`config.mk`:
```
export PLATFORM = sky130hd
export DESIGN_NAME = tv_addr_win
export DESIGN_NICKNAME = d
export VERILOG_FILES = /design/src/rtl/tv_addr_win.sv
export SDC_FILE = /design/constraint.sdc
export NUM_CORES = 1
export LEC_CHECK = 0
export CAP_MARGIN = 10
export CORE_UTILIZATION = 45
export DETAILED_ROUTE_END_ITERATION = 10
export GPL_ROUTABILITY_DRIVEN = 0
export PLACE_DENSITY_LB_ADDON = 0.2
export SLEW_MARGIN = 0
export SYNTH_ARGS = -nofsm -noshare
export SYNTH_HDL_FRONTEND = slang
export SYNTH_SLANG_ARGS = --single-unit
```
`constraint.sdc`:
```
create_clock -name clk -period 2.54 [get_ports clk]
set_input_delay 0.381 -clock clk [delete_from_list [all_inputs] [get_ports clk]]
set_output_delay 0.381 -clock clk [all_outputs]
set_load 0.02 [all_outputs]
```
`src/rtl/tv_addr_win.sv`:
```
// tv_addr_win: windows a TV decoder sample stream into fixed-length lines.
// Each accepted line start emits LINE_W decimated active pixels and then
// PAD_W zero pixels, with x/y addressing. Frame start and end pulses are
// decoded from the decoder's line/sample counters.
module tv_addr_win #(
    parameter int DW         = 16,
    parameter int XW         = 10,
    parameter int YW         = 11,
    parameter int LINE_W     = 720,
    parameter int PAD_W      = 3,
    parameter int DECIM      = 2,
    parameter int FIELD_MODE = 0
) (
    input  logic          clk,
    input  logic          reset,
    input  logic [9:0]    tv_x,
    input  logic [9:0]    tv_y,
    input  logic [DW-1:0] tv_data,
    input  logic          tv_dval,
    input  logic          tv_field,
    output logic [XW-1:0] x,
    output logic [YW-1:0] y,
    output logic [DW-1:0] data_out,
    output logic          dval,
    output logic          new_frame,
    output logic          end_frame,
    output logic          end_line,
    output logic          line_err
);

    // FSM encoding
    localparam logic [1:0] ST_IDLE   = 2'd0;
    localparam logic [1:0] ST_ACTIVE = 2'd1;
    localparam logic [1:0] ST_PAD    = 2'd2;

    // Index of the last active pixel and of the last pixel of the line
    localparam logic [XW-1:0] LAST_ACT = XW'(LINE_W - 1);
    localparam logic [XW-1:0] LAST_PIX = XW'(LINE_W + PAD_W - 1);
    // Phase value on which the counter wraps and a pixel is emitted
    localparam logic [2:0]    PH_LAST  = 3'(DECIM - 1);
    // Field values that mark the first line / the end of a frame
    localparam logic          NF_FIELD = (FIELD_MODE == 1) ? 1'b1 : 1'b0;
    localparam logic          EF_FIELD = (FIELD_MODE == 0) ? 1'b0 : 1'b1;

    logic [1:0]    r_state;
    logic [2:0]    r_phase;
    logic [XW-1:0] r_x;
    logic [YW-1:0] r_y;
    logic [DW-1:0] r_data;
    logic          r_dval;
    logic          r_new_frame;
    logic          r_end_frame;
    logic          r_end_line;
    logic          r_line_err;
    logic          r_nf_prev;
    logic          r_ef_prev;

    logic          w_field_ok;
    logic          w_line_start;
    logic          w_nf_cond;
    logic          w_ef_cond;
    logic [YW-1:0] w_ym1;
    logic [YW-1:0] w_y_start;
    logic          w_emit;
    logic [XW-1:0] w_idx;
    logic [1:0]    w_nxt_state;
    logic [2:0]    w_nxt_phase;
    logic [XW-1:0] w_nxt_x;
    logic [YW-1:0] w_nxt_y;
    logic [DW-1:0] w_nxt_data;
    logic          w_nxt_end_line;
    logic          w_nxt_line_err;

    // Decide whether the current field is one this instance windows
    always_comb begin
        if (FIELD_MODE == 0) begin
            w_field_ok = ~tv_field;
        end else if (FIELD_MODE == 1) begin
            w_field_ok = tv_field;
        end else begin
            w_field_ok = 1'b1;
        end
    end

    assign w_line_start = (tv_x == 10'd1) && tv_dval && (tv_y >= 10'd1) && w_field_ok;
    assign w_nf_cond    = (tv_x == 10'd1) && (tv_y == 10'd1) && (tv_field == NF_FIELD);
    assign w_ef_cond    = (tv_x == 10'd1) && (tv_y == 10'd0) && (tv_field == EF_FIELD);
    assign w_ym1        = YW'(tv_y) - YW'(1'b1);

    // Line number latched at line start; interleaved mode merges both fields
    always_comb begin
        if (FIELD_MODE == 2) begin
            w_y_start = (w_ym1 << 1) | YW'(tv_field);
        end else begin
            w_y_start = w_ym1;
        end
    end

    // Next-state logic: line (re)start, decimation cadence and pixel emission
    always_comb begin
        w_nxt_state    = r_state;
        w_nxt_phase    = r_phase;
        w_nxt_x        = r_x;
        w_nxt_y        = r_y;
        w_nxt_data     = r_data;
        w_nxt_end_line = 1'b0;
        w_nxt_line_err = 1'b0;
        w_emit         = 1'b0;
        w_idx          = r_x;
        if (w_line_start) begin
            // A start always wins; restarting a running line is flagged
            w_emit         = 1'b1;
            w_idx          = {XW{1'b0}};
            w_nxt_phase    = 3'd0;
            w_nxt_data     = tv_data;
            w_nxt_y        = w_y_start;
            w_nxt_line_err = (r_state != ST_IDLE);
        end else begin
            case (r_state)
                ST_ACTIVE, ST_PAD: begin
                    if (r_phase == PH_LAST) begin
                        w_nxt_phase = 3'd0;
                        w_emit      = 1'b1;
                        w_idx       = r_x + XW'(1'b1);
                        w_nxt_data  = (r_state == ST_ACTIVE) ? tv_data : {DW{1'b0}};
                    end else begin
                        w_nxt_phase = r_phase + 3'd1;
                    end
                end
                default: begin
                    w_nxt_phase = 3'd0;
                    w_nxt_state = ST_IDLE;
                end
            endcase
        end
        if (w_emit) begin
            // State names the kind of the pixel that will be emitted next
            w_nxt_x        = w_idx;
            w_nxt_end_line = (w_idx == LAST_PIX);
            if (w_idx < LAST_ACT) begin
                w_nxt_state = ST_ACTIVE;
            end else if (w_idx < LAST_PIX) begin
                w_nxt_state = ST_PAD;
            end else begin
                w_nxt_state = ST_IDLE;
            end
        end else begin
            w_nxt_x = r_x;
        end
    end

    // Pixel pipeline registers and FSM state
    always_ff @(posedge clk or negedge reset) begin
        if (!reset) begin
            r_state    <= ST_IDLE;
            r_phase    <= 3'd0;
            r_x        <= {XW{1'b0}};
            r_y        <= {YW{1'b0}};
            r_data     <= {DW{1'b0}};
            r_dval     <= 1'b0;
            r_end_line <= 1'b0;
            r_line_err <= 1'b0;
        end else begin
            r_state    <= w_nxt_state;
            r_phase    <= w_nxt_phase;
            r_x        <= w_nxt_x;
            r_y        <= w_nxt_y;
            r_data     <= w_nxt_data;
            r_dval     <= w_emit;
            r_end_line <= w_nxt_end_line;
            r_line_err <= w_nxt_line_err;
        end
    end

    // Frame markers: rising-edge detect so a held condition pulses once
    always_ff @(posedge clk or negedge reset) begin
        if (!reset) begin
            r_new_frame <= 1'b0;
            r_end_frame <= 1'b0;
            r_nf_prev   <= 1'b0;
            r_ef_prev   <= 1'b0;
        end else begin
            r_new_frame <= w_nf_cond & ~r_nf_prev;
            r_end_frame <= w_ef_cond & ~r_ef_prev;
            r_nf_prev   <= w_nf_cond;
            r_ef_prev   <= w_ef_cond;
        end
    end

    assign x         = r_x;
    assign y         = r_y;
    assign data_out  = r_data;
    assign dval      = r_dval;
    assign new_frame = r_new_frame;
    assign end_frame = r_end_frame;
    assign end_line  = r_end_line;
    assign line_err  = r_line_err;

endmodule

```
# --- Word-level counts from Yosys, hierarchy flattened ---
# Cells that the tools add are included.
op_classes:
  addsub: 3
  n_lt_le_gt_ge: 3
  n_eq_ne: 8
  muxes: 20
  bitwise_logic: 5
  n_reduce_logical: 14
ops:
  columns: ["op", "count"]
  rows:
  - ["16-bit 2-to-1 mux", 4]
  - ["10-bit 2-to-1 mux", 3]
  - ["10-bit by 1-bit equality test with 1-bit output, second input constant", 2]
  - ["10-bit less-than comparator, second input constant", 2]
  - ["10-bit by 1-bit subtractor with 11-bit output, second input constant", 1]
  - ["10-bit by 1-bit adder with 10-bit output, second input constant", 1]
  - ["10-bit equality test, second input constant", 1]
  - ["10-bit by 1-bit >= comparator with 1-bit output, second input constant", 1]
  - ["10-bit logical NOT", 1]
  - ["2-bit 2-to-1 mux", 5]
  - ["3-bit 2-to-1 mux", 3]
  - ["1-bit logical AND", 7]
  - ["2-bit nonzero test", 3]
  - ["1-bit 2-to-1 mux", 5]
  - ["2-bit AND reduction", 2]
  - ["3-bit by 1-bit adder with 3-bit output, second input constant", 1]
  - ["3-bit by 1-bit equality test with 1-bit output, second input constant", 1]
  - ["1-bit NOT", 3]
  - ["1-bit bitwise AND", 2]
  - ["2-bit by 1-bit equality test with 1-bit output, second input constant", 1]
  - ["2-bit equality test, second input constant", 1]
  - ["2-bit by 1-bit != test with 1-bit output, second input constant", 1]
  - ["2-bit != test, second input constant", 1]
  - ["2-bit OR reduction", 1]
totals:
  regBits: 49
  out_inout_bits: 42
  elab_cells: 65

# --- Depth between registers and ports, before layout ---
depth:
  word_depth: 9
  ltp_mapped: 8
  depth_no_buf: 7

# --- Worst setup path before layout ---
# Ideal clock, no wire load.
synth_path:
  kind: "flip-flop to flip-flop"
  startpoint: "reg r_state[0]"
  endpoint: "reg r_state[0]"
  setup_ns: 0.116
  arrival_time_ns: 2.142
  required_ns: 2.424
  path_slack_ns: 0.282
  path_stages_with_launch: 9
  path_buffers: 1
  period_less_slack_ns: 2.258
  cell_sequence: "dfrtp_1 inv_1 ha_1 nor4bb_1 buf_2 nand4_1 xnor2_1 o311a_1 o311ai_0"
synth_between:
  elab_chain_len: 7
synth_lines:
  columns: ["item", "line_no", "rtl"]
  rows:
  - ["from (decl)", "45", "logic [1:0] r_state;"]
  - ["from (signal assigned)", "164", "r_state <= w_nxt_state;"]
  - ["2-bit by 1-bit equality test with 1-bit output or 2-bit equality test (tied branches)", "119", "case (r_state)"]
  - ["2-bit OR reduction *", "119", null]
  - ["10-bit 2-to-1 mux", "119", null]
  - ["10-bit 2-to-1 mux", "110", "if (w_line_start) begin"]
  - ["10-bit less-than comparator", "140", "if (w_idx < LAST_ACT) begin"]
  - ["2-bit 2-to-1 mux", "140", null]
  - ["2-bit 2-to-1 mux", "136", "if (w_emit) begin"]
# Every way passes the cells marked *; elsewhere a longest branch is shown, timed or not.
# A chain may end at the register's enable or synchronous reset.

# --- Worst setup path in the final report ---
# Ends and elaborated chain as after synthesis.

==> reports/results.md <==
| Metric | This run | Unit |
|---|---|---|
| Run status | finished, final reports clean | - |
| Total of fill cells in the finished design | 443 | - |
| Post-synth design cell area | 2400 | um2 |
| Count of nets after finishing | 366 | - |
| Highest achievable clock rate | 0.416 | GHz |
| Fin worst setup slack | 0.135 | ns |
| Setup repair after global routing missed its margin | false | - |
| Wire length per cell after detailed routing | 15.0 | um |
| Detailed-placement wirelength estimate | 4.46 | mm |
| Row cnt | 26 | - |
| Layout Skew | 0.00415 | ns |
| Endpoints failing hold | 0 | - |
| DRC Markers | 0 | - |
| Flip-flop and latch count after synthesis | 49 | - |
| Inserted Diodes | 0 | - |
| Insertion delay to the later sink of the worst-skew pair | 0.29 | ns |
| Area share of xor/xnor cells in the synthesized design | 6.56 | % |
| Number of antenna violations at the first check in global routing | 0 | - |
| CTS Sinks | 49 | - |
| Adder and majority gate portion of the synthesized area | 3.13 | % |
| Total overflow reported by the global router | 0 | - |
| Critical Setup Path Class | register to register | - |
| Largest fanout on the critical path | 4 | - |
| Std-Cell Core Area | 5140 | um2 |
| Buffer count from post-CTS setup fixing | 0 | - |
| Wire length of the first global-routing pass | 9.47 | mm |
| Cell count after synthesis | 225 | - |
| Largest net degree at the start of global routing | 21 | - |
| Chip Width | 75.1 | um |
| Number of setup violations in the final report | 0 | - |
| Slew @ Worst Pin | 0.443 | ns |
| Critical path data required time | 2.71 | ns |
| Non-filler cells, final | 391 | - |
| Top post-synthesis cells by count | dfrtp_1, nor2_1, nand2_1 | - |
| DIE AREA | 5630 | um2 |
| Min Hold Slack | 0.0192 | ns |
| Count of input and output buffers | 81 | - |
| Num CTS Buffers | 5 | - |
| Total wire length | 5.85 | mm |
| GRT Resource Usage Total | 22.4 | % |
| Category of the worst setup path launch point | register | - |
| Cell type with the highest aggregate area in the netlist | dfrtp_1 | - |
| CTS H-tree depth | 2 | - |
| Number of max-cap violations | 0 | - |
| Ys flop type | dfrtp_1 | - |
| Initial core utilization | 46.7 | % |
| Post-synth EDFFs | 0 | - |
| Multiplexer fraction of the synthesized cell area | 0.417 | % |
| ANT nets after route | 0 | - |
| Worst Setup End Kind | register | - |
| Leading post-synthesis cells by cell area | dfrtp_1, a22o_1, xnor2_1 | - |
| Min cycle time layout | 2.41 | ns |
| Relative slew margins | 70.3 | % |
| Fraction of final layout cells sized beyond drive strength 1 | 10.3 | % |
| Async set or reset register ratio after synthesis | 100 | % |
| Post-Place Cells | 383 | - |
| Post-DR vias/cell | 5.40 | - |
| Post-synthesis compound-gate area fraction | 16.5 | % |
| Count of TritonRoute iterations in the first routing pass | 4 | - |
| Clock transition at the register clock pins on the worst setup and hold paths after CTS | 0.09 | ns |
| Post-Synthesis Mean Instance Area | 10.7 | um2 |
| Total nets after synthesis | 271 | - |
| Area share of the largest cell type after synthesis | 51.0 | % |
| Placement Setup Slack | 0.0125 | ns |
| Pleak | 1.45 | nW |
| Post-synthesis cell type count | 45 | - |
| Endpoint arrival time on the critical path | 2.57 | ns |
| Die boundary height | 75.1 | um |
| Worst hold path type | primary input to async pin | - |
| Via Count | 2,113 | - |
| CTS Root Cell | clkbuf_8 | - |
| Detailed router's first-iteration violation count | 73 | - |
| Simple-Gate Fraction of Synth Area | 18.9 | % |
| Ratio of total power to cell area | 449 | nW/um2 |
| Number of global-route vias before repair | 2,063 | - |
| Area growth from synthesis to layout | 45.9 | % |
| Share of the yosys chip area belonging to registers | 51.0 | % |
| Most frequently used cell type in the post-synthesis netlist | dfrtp_1 | - |
| Util after Layout | 68.2 | % |
| Maximum vdd drop | 0.255 | mV |
| Main combinational cell family by area after synthesis | simple AND/OR/NAND/NOR gates | - |
| Largest buffer count on any clock path | 2 | - |
| CTS tree | done | - |
| Count of boundary I/O pins | 82 | - |
| Tcrit/Tclk final | 94.7 | % |
| Number of warnings issued by yosys | 0 | - |
| Total count of max-transition violations in the final report | 0 | - |
| Sum of negative setup slack | 0 | ns |
## timing repair
item,4_1_cts,5_1_grt
endpoints found under the setup margin,1,2
gates resized for setup,1,1
hold buffers,0,0
## through the flow
step	power, mW	area (um2)
4_1_cts	1.59	3500
5_1_grt	1.63	3510
2_1_floorplan	0.884	2400
3_3_place_gp	1.01	3370
3_5_place_dp	1.02	3370
6_report	1.57	3510
## state kept, by name, summed over array words and instances (netlist names), 2 cells and up
name and count:
y 11, r_state 2, data_out 16, x 10, r_phase 3
## layer usage
layer,wire length [um],GRT usage [%],up-vias
li1,-,-,998
met1,2550,28.6,1036
met2,2790,37.5,77
met3,467,5.22,2
met4,44,7.34,0
met5,0,0,-
## kinds of logic after synthesis
logic type	count (synthesis)
XOR/XNOR	18
flip-flops	49
buffers and inverters	17
AO/OA/AOI/OAI	49
adder cells (fa/ha/maj)	6
AND/OR/NAND/NOR	85
multiplexers	1
## cell usage in the layout, fill, tap and decap left out, drive strengths merged, types with 4 or more instances in the layout
cell type      instances
a22o                  16
a31oi                  4
and2                   4
buf                   18
clkbuf                 7
clkdlybuf4s50         80
dfrtp                 49
ha                     6
inv                    7
nand2                 20
nand3                  8
nor2                  22
nor3                   8
o21ai                 10
o31ai                  4
xnor2                 10
xor2                   8
## area by class of cell
| cell class | instances | area [um2] | share of cell area, % |
|---|---|---|---|
| Clock inverter | 1 | 30.0 | 0.857 |
| Timing Repair Buffer | 98 | 933 | 26.6 |
| Clock buffer | 7 | 86.3 | 2.46 |
| Tap cell | 70 | 87.6 | 2.50 |
| Multi-Input combinational cell | 159 | 1120 | 31.8 |
| Sequential cell | 49 | 1230 | 35.0 |
| Inverter | 7 | 26.3 | 0.749 |
## worst max-delay path, stage by stage, from the launching register on
cell and delay [ns]:
dfrtp_1 0.39, inv_1 0.05, ha_1 0.29, nor4bb_4 0.37
buf_4 0.20, mux2i_1 0.24, a211oi_1 0.10, o311a_1 0.30
o311ai_0 0.33
## where the power goes
group / switching, mW / internal, mW / total [mW]
combinational: 0.0828 / 0.110 / 0.193
sequential: 0.0119 / 0.796 / 0.808
clock: 0.251 / 0.321 / 0.572
## final timing paths
path | from | to | slack, ns | depth (start not counted)
setup reg to reg | r_state[0]$_DFFE_PN0P_ | r_state[0]$_DFFE_PN0P_ | 0.13 | 8
setup / recovery | r_state[0]$_DFFE_PN0P_ | r_state[0]$_DFFE_PN0P_ | 0.13 | 8
min in group clk | r_nf_prev$_DFF_PN0_ | new_frame$_DFF_PN0_ | 0.41 | 1
max in group asynchronous | reset | r_phase[0]$_DFF_PN0_ | 1.93 | 2
hold / removal | reset | dval$_DFF_PN0_ | 0.02 | 1
hold reg to reg | r_nf_prev$_DFF_PN0_ | new_frame$_DFF_PN0_ | 0.41 | 1
Note: power is estimated with default switching activity, not from simulation.
